### src/rtl/alu_uart_pkg.sv
// Shared definitions for the UART/ALU frame sequencer: FSM state encoding
// and the opcode values the ALU decodes.
package alu_uart_pkg;

    // State encoding, 3 bits wide
    localparam logic [2:0] ST_WAIT_A  = 3'd0;
    localparam logic [2:0] ST_WAIT_B  = 3'd1;
    localparam logic [2:0] ST_WAIT_OP = 3'd2;
    localparam logic [2:0] ST_CALC    = 3'd3;
    localparam logic [2:0] ST_SEND    = 3'd4;
    localparam logic [2:0] ST_WAIT_TX = 3'd5;

    typedef enum logic [2:0] {
        WAIT_A  = ST_WAIT_A,
        WAIT_B  = ST_WAIT_B,
        WAIT_OP = ST_WAIT_OP,
        CALC    = ST_CALC,
        SEND    = ST_SEND,
        WAIT_TX = ST_WAIT_TX
    } state_t;

    // Opcodes shared with the ALU (6-bit function field)
    localparam logic [5:0] OP_ADD   = 6'b100000;
    localparam logic [5:0] OP_SUB   = 6'b100010;
    localparam logic [5:0] OP_AND   = 6'b100100;
    localparam logic [5:0] OP_OR    = 6'b100101;
    localparam logic [5:0] OP_XOR   = 6'b100110;
    localparam logic [5:0] OP_SRA   = 6'b000011;
    localparam logic [5:0] OP_SRL   = 6'b000010;
    localparam logic [5:0] OP_NOR   = 6'b100111;
    localparam logic [5:0] OP_RESET = 6'b000000;

endpackage

### src/rtl/bridge_timeout.sv
// Inter-byte timeout for the frame sequencer. Saturating up counter:
// 'clear' has priority, 'enable' advances it, 'expired' is high once the
// count has reached LIMIT-1 and stays there until cleared.
module bridge_timeout #(
    parameter int LIMIT = 16,
    parameter int CNT_W = 4
) (
    input  logic clk,
    input  logic rst,
    input  logic clear,
    input  logic enable,
    output logic expired
);

    logic [CNT_W-1:0] count;

    assign expired = (count == CNT_W'(LIMIT - 1));

    // Count idle cycles; hold at the expiry value instead of wrapping
    always_ff @(posedge clk or posedge rst) begin
        if (rst) begin
            count <= '0;
        end else if (clear) begin
            count <= '0;
        end else if (enable && !expired) begin
            count <= count + 1'b1;
        end
    end

endmodule

### src/rtl/alu_uart_bridge.sv
// Frame sequencer between the UART and the combinational ALU. Gathers
// operand A, operand B and the opcode byte, holds them on the ALU inputs,
// captures the result and requests one transmission of it.
//
// Strobe semantics: i_rx_done and i_tx_done are single-cycle strobes with no
// back-pressure. A byte strobe is consumed only in WAIT_A/WAIT_B/WAIT_OP and
// silently dropped elsewhere; i_tx_done is consumed only in WAIT_TX.
// o_tx_start is a single-cycle request and i_rx_data is sampled on the same
// edge that samples i_rx_done.
module alu_uart_bridge
    import alu_uart_pkg::*;
#(
    parameter int DATA_BITS      = 8,
    parameter int OP_CODE_SIZE   = 6,
    parameter int TIMEOUT_CYCLES = 50_000_000
) (
    input  logic                    i_clk,
    input  logic                    i_reset,
    input  logic [DATA_BITS-1:0]    i_rx_data,
    input  logic                    i_rx_done,
    input  logic [DATA_BITS-1:0]    i_alu_result,
    input  logic                    i_tx_done,
    output logic [DATA_BITS-1:0]    o_dato_a,
    output logic [DATA_BITS-1:0]    o_dato_b,
    output logic [OP_CODE_SIZE-1:0] o_op_code,
    output logic [DATA_BITS-1:0]    o_tx_data,
    output logic                    o_tx_start,
    output logic                    o_busy
);

    localparam int CNT_W = (TIMEOUT_CYCLES > 1) ? $clog2(TIMEOUT_CYCLES) : 1;

    state_t state;
    logic   in_wait_operand;
    logic   tmo_clear;
    logic   tmo_expired;

    // The timeout only runs while a frame is partially received; every
    // accepted byte restarts it.
    assign in_wait_operand = (state == WAIT_B) || (state == WAIT_OP);
    assign tmo_clear       = !in_wait_operand || i_rx_done;

    bridge_timeout #(
        .LIMIT (TIMEOUT_CYCLES),
        .CNT_W (CNT_W)
    ) u_timeout (
        .clk     (i_clk),
        .rst     (i_reset),
        .clear   (tmo_clear),
        .enable  (in_wait_operand),
        .expired (tmo_expired)
    );

    // Frame FSM with all data registers and registered status outputs;
    // a byte arriving in the expiry cycle beats the timeout
    always_ff @(posedge i_clk or posedge i_reset) begin
        if (i_reset) begin
            state      <= WAIT_A;
            o_dato_a   <= '0;
            o_dato_b   <= '0;
            o_op_code  <= '0;
            o_tx_data  <= '0;
            o_tx_start <= 1'b0;
            o_busy     <= 1'b0;
        end else begin
            o_tx_start <= 1'b0;
            case (state)
                WAIT_A: begin
                    if (i_rx_done) begin
                        o_dato_a <= i_rx_data;
                        state    <= WAIT_B;
                        o_busy   <= 1'b1;
                    end
                end
                WAIT_B: begin
                    if (i_rx_done) begin
                        o_dato_b <= i_rx_data;
                        state    <= WAIT_OP;
                    end else if (tmo_expired) begin
                        state  <= WAIT_A;
                        o_busy <= 1'b0;
                    end
                end
                WAIT_OP: begin
                    if (i_rx_done) begin
                        o_op_code <= i_rx_data[OP_CODE_SIZE-1:0];
                        state     <= CALC;
                    end else if (tmo_expired) begin
                        state  <= WAIT_A;
                        o_busy <= 1'b0;
                    end
                end
                CALC: begin
                    o_tx_data  <= i_alu_result;
                    o_tx_start <= 1'b1;
                    state      <= SEND;
                end
                SEND: begin
                    state <= WAIT_TX;
                end
                WAIT_TX: begin
                    if (i_tx_done) begin
                        state  <= WAIT_A;
                        o_busy <= 1'b0;
                    end
                end
                default: begin
                    state  <= WAIT_A;
                    o_busy <= 1'b0;
                end
            endcase
        end
    end

endmodule

### config.mk
export PLATFORM = sky130hd
export DESIGN_NAME = alu_uart_bridge
export DESIGN_NICKNAME = d
export VERILOG_FILES = /design/src/rtl/alu_uart_pkg.sv /design/src/rtl/bridge_timeout.sv /design/src/rtl/alu_uart_bridge.sv
export SDC_FILE = /design/constraint.sdc
export NUM_CORES = 1
export LEC_CHECK = 0
export ABC_CLOCK_PERIOD_IN_PS = 2300
export BUFFER_PORTS_ARGS = -buffer_cell sky130_fd_sc_hd__buf_2
export CORE_MARGIN = 10
export CORE_UTILIZATION = 55
export CTS_CLUSTER_SIZE = 30
export DETAILED_ROUTE_END_ITERATION = 16
export HOLD_SLACK_MARGIN = 0.15
export PLACE_DENSITY = 0.81
export REMOVE_ABC_BUFFERS = 1
export SLEW_MARGIN = 30
export SYNTH_ARGS = -nofsm -noshare
export SYNTH_HDL_FRONTEND = slang
export SYNTH_SLANG_ARGS = --single-unit
export TNS_END_PERCENT = 50
### constraint.sdc
create_clock -name i_clk -period 2.3 [get_ports i_clk]
set_input_delay 0.575 -clock i_clk [delete_from_list [all_inputs] [get_ports i_clk]]
set_output_delay 0.575 -clock i_clk [all_outputs]
set_load 0.01 [all_outputs]
* Word-level counts from Yosys, hierarchy flattened *
Index checks and enable logic that the tools add are counted.

storage, ports and cells
  bits of input ports = 20
  flip-flop bits (word level) = 61
  output and inout port bits = 32
  logic and storage cells = 48

operators by class
  bitwise logic cells = 1
  eq/ne operators = 10
  add/subtract/negate cells = 1
  muxes and demuxes = 14
  reductions and logical operators = 14

operators by type and width
  cell                     number
  $mux W26                 2
  $add A26 B1 Y26 const B  1
  $eq A26 B26 Y1 const B   1
  $pmux W3 S6              1
  $mux W3                  5
  $reduce_and A2 Y1        4
  $eq A3 B2 Y1 const B     2
  $eq A3 B3 Y1 const B     2
  $ne A2 B2 Y1 const B     3
  $mux W1                  5
  $reduce_and A5 Y1        1
  $pmux W1 S4              1
  $reduce_or A2 Y1         2
  $eq A3 B1 Y1 const B     1
  $logic_not A3 Y1         1
  $logic_not A1 Y1         2
  $logic_or A1 B1 Y1       2
  $ne A2 B1 Y1 const B     1
  $reduce_bool A2 Y1       1
  $logic_and A1 B1 Y1      1
  $not A1 Y1               1

* Logic depth before layout (Yosys ltp) *
  word-level depth = 5
  mapped depth = 6
  gate-level depth less buffers = 5

* Modules after synthesis *
From an unflattened synthesis, not the netlist that was laid out.

unflattened totals
  cells, all modules = 241
  area, all modules = 2841.5 um2

by module, submodules not included
  module           times used  area an instance (um2)  cells an instance  seq. area each (um2)
  alu_uart_bridge  1           1431.4                  96                 875.8
  bridge_timeout   1           1410.1                  145                650.6

* Worst setup path after synthesis *
OpenSTA, ideal clock, no wires.

  path type = register to register
  start = reg u_timeout.count[0]
  end = reg u_timeout.count[18]
  data arrival time = 1893 ps
  data required time = 2222 ps
  buffers on the path = 1
  setup slack = 329 ps
  setup time = 78 ps
  cell stages (with the launch flop) = 7
  clock period less this slack = 1971 ps
  cells stage by stage = dfrtp_1 -> ha_1 -> nand2_1 -> or4_4 -> buf_6 -> or4_1 -> a21oi_1

between the ends
  word-level cells in the longest chain between the ends = 4
  elaborated cells on any way between the ends = 7
  those cells by class = add/sub: 1; eq/ne: 1; mux: 2; reduce/logical: 3

RTL lines
  element                                                                  line                  source
  start: declaration                                                       bridge_timeout.sv:15  logic [CNT_W-1:0] count;
  start signal: assignment                                                 bridge_timeout.sv:26  count <= count + 1'b1;
  parallel branches: the longest is 4 deep, another holds $add A26 B1 Y26  -

Several ways; the timed one is not identified. The select of a mux whose other input is x is not followed.
A chain may end at the register's enable or synchronous reset.

* Worst setup path after layout *
  start = reg u_timeout.count[7]
  end = reg u_timeout.count[25]

The elaborated chain is that of the path after synthesis.

==> metrics.txt <==
outcome=finished, final reports clean; # port buffers=51; peak supply drop=794 uV; Fin. Hold Viols=0; crit-path cells=nand4_2, or4_1, or4_1, a21oi_1; Setup Buffers After CTS=0; maximum fanout along the worst path=14; vias per inst=between 5 and 6; pin count of the biggest net entering global routing=62; DP HPWL=4600 um; fmax=0.472 GHz; fin nets=339; Clock transition at path regs=roughly 0.07 ns; Final ANT Viol Nets=0; overall global routing resource usage=0.159; die area=approximately 0.0085 mm2; pwr dens=around 1100 mW/mm2; synthesized area=0.00286 mm2; Post-synth top cells=61 x dfrtp_1, 30 x mux2_2, 20 x a21oi_1, 20 x nand2_1, 15 x nand3_1; setup slack, reg-to-reg=0.18 ns; RSZ-0062 raised after global routing=false; Rows=26; most frequently used flop master after synthesis=dfrtp_1; Worst-Margin Slew=roughly 0.47 ns; Synth area leaders=dfrtp_1 53%, mux2_2 12%, a21oi_1 3.5%, nand2_1 2.6%, nand3_1 2.6%; share of layout cells above drive strength 1=0.337; first-pass GRT wire length=11100 um; initial drt markers=roughly 120; final WL=6420 um; CP Capture Type=flip-flop; Post-synth EDFFs=0; Die H=92.1 um; CTS root buf=clkbuf_8; Hold Buf Count CTS=0; sequential fraction of the synthesis area=0.534; H-tree depth=3; fin crit period=2.12 ns; Max Cap Viol=0; critical path arrival=2.38 ns; IO Count=52; via count=approximately 2200; Clk pwr share=0.261; post-cts resize count=0; Final Cycle Share=0.922; core area=0.00507 mm2; Power Internal=2630 uW; Max-slew headroom=0.689; register bit total from synthesis=61; Switching Share=0.334; leakage=0.00149 uW; synthesized area per cell=about 11 um2; initial antenna violation count=0; CTS tree=done; family with the most delay on the worst path=simple AND/OR/NAND/NOR gates; Seq pwr share=0.407; Starting Density=0.563; Clk Latency, worst-skew pair=0.34 ns; vias in the first global route=2402; Yosys top cell area share=0.534; Sink Count=61; slowest CP cell=or4_1; Final setup violation count=0; Async SR Flop Fraction=1.00; type of origin of the critical path=flip-flop; Mapped Cells=260; clock buffer depth=2; Switch Pwr=between 1000 and 1500 uW; Syn-to-layout area delta=20.2%; number of remaining DRC errors=0; crit-path most repeated cell=or4_1; YS warnings=0; # placed instances=377; post-synth cell types=36; Die Wd=92.1 um; HP Class=in2async; CP max stage delay=0.75 ns; routability congestion estimate=0.859; total gr overflow=0; total iterations of the first detailed-routing run=4; Total Neg Setup Slack=0 ns; most frequent cell after synthesis=dfrtp_1; WP data required=2.56 ns; CP Buf/Inv Count=0; critical setup path kind=reg2reg; leading area contributor after synthesis=dfrtp_1; Layout Cells excl Fill=393; Antenna Cells=0; worst-case clock skew=0.00871 ns; clock buffer count from CTS=9; average routed wire per standard cell=roughly 16 um; Slew Limit Fails=0; combinational share of power=0.332
==> power by group through the flow <==
stage	logic (uW)	registers, uW	clock network, uW
after floorplan	625	1740	0
after global placement	1280	1590	0
after detailed placement	1330	1620	0
after CTS	1340	1610	1050
after global routing	1430	1650	1090
final	1310	1610	1030
==> layout by cell type, fill, tap and decap left out, types with 7 or more instances in the layout <==
cell type	n
clkbuf_8	13
o31ai_1	7
nor2_1	9
nand2_1	20
inv_1	7
dfrtp_1	61
buf_2	51
nand3_1	15
nor3_1	8
or4_1	8
mux2_2	30
o21ai_0	13
a21oi_1	20
==> sequential cells by signal, indices dropped and copies added, names as in the netlist <==
name and cells:
o_tx_data 8, o_op_code 6, o_tx_start 1, state 3, o_dato_a 8, o_dato_b 8
o_busy 1, u_timeout.count 26
==> final cells by class <==
type	count	area, um2
clock buffer	14	183
clock inverter	2	38.8
fill	406	1640
inverter	8	30.0
multi-input combinational	180	1250
sequential	61	1530
tap	70	87.6
timing repair buffer	58	320
==> per-stage QoR <==
step           power (uW)  hold WS (ns)  utilization  instance area (um2)  worst slack, ns
2_1_floorplan        2360         0.513            -                 2810            0.212
3_3_place_gp         2870         0.483        0.634                 3220            0.265
3_5_place_dp         2950         0.490        0.634                 3220            0.181
4_1_cts              3990         0.299        0.677                 3440            0.182
5_1_grt              4170         0.308        0.677                 3440           0.0151
6_report             3950         0.291        0.677                 3440            0.180
==> final timing paths <==
path                               startpoint                   to  depth (start not counted)
min                                   i_reset  u_timeout.count[20]                          3
max                        u_timeout.count[7]  u_timeout.count[25]                          4
min reg2reg                      o_tx_data[1]         o_tx_data[1]                          1
max in group asynchronous             i_reset          o_dato_b[5]                          3
max reg2reg                u_timeout.count[7]  u_timeout.count[25]                          4
min in group i_clk            i_alu_result[0]         o_tx_data[0]                          2
==> cells by family after synthesis <==
family                     share of synthesized area
adders and majority gates                    0.00438
muxes                                          0.132
xor gates and xnor gates                      0.0153
AOI/OAI and AO/OA                              0.101
and+or+nand+nor                                0.185
buffers and inverters                         0.0284
DFF                                            0.534
==> tightest hold or removal path: cells and delay by family <==
| kind | cells | cell delay, ns |
|---|---|---|
| buffers and inverters | 3 | 0.45 |
==> routing by layer <==
layer / wire length [um] / vias up / GRT usage
met5: 0 / - / 0
met4: 91 / 0 / 0.0604
met3: 470 / 8 / 0.0676
met2: 3190 / 52 / 0.268
met1: 2660 / 1107 / 0.174
li1: - / 1075 / -
Power figures use the tool's default switching activity.
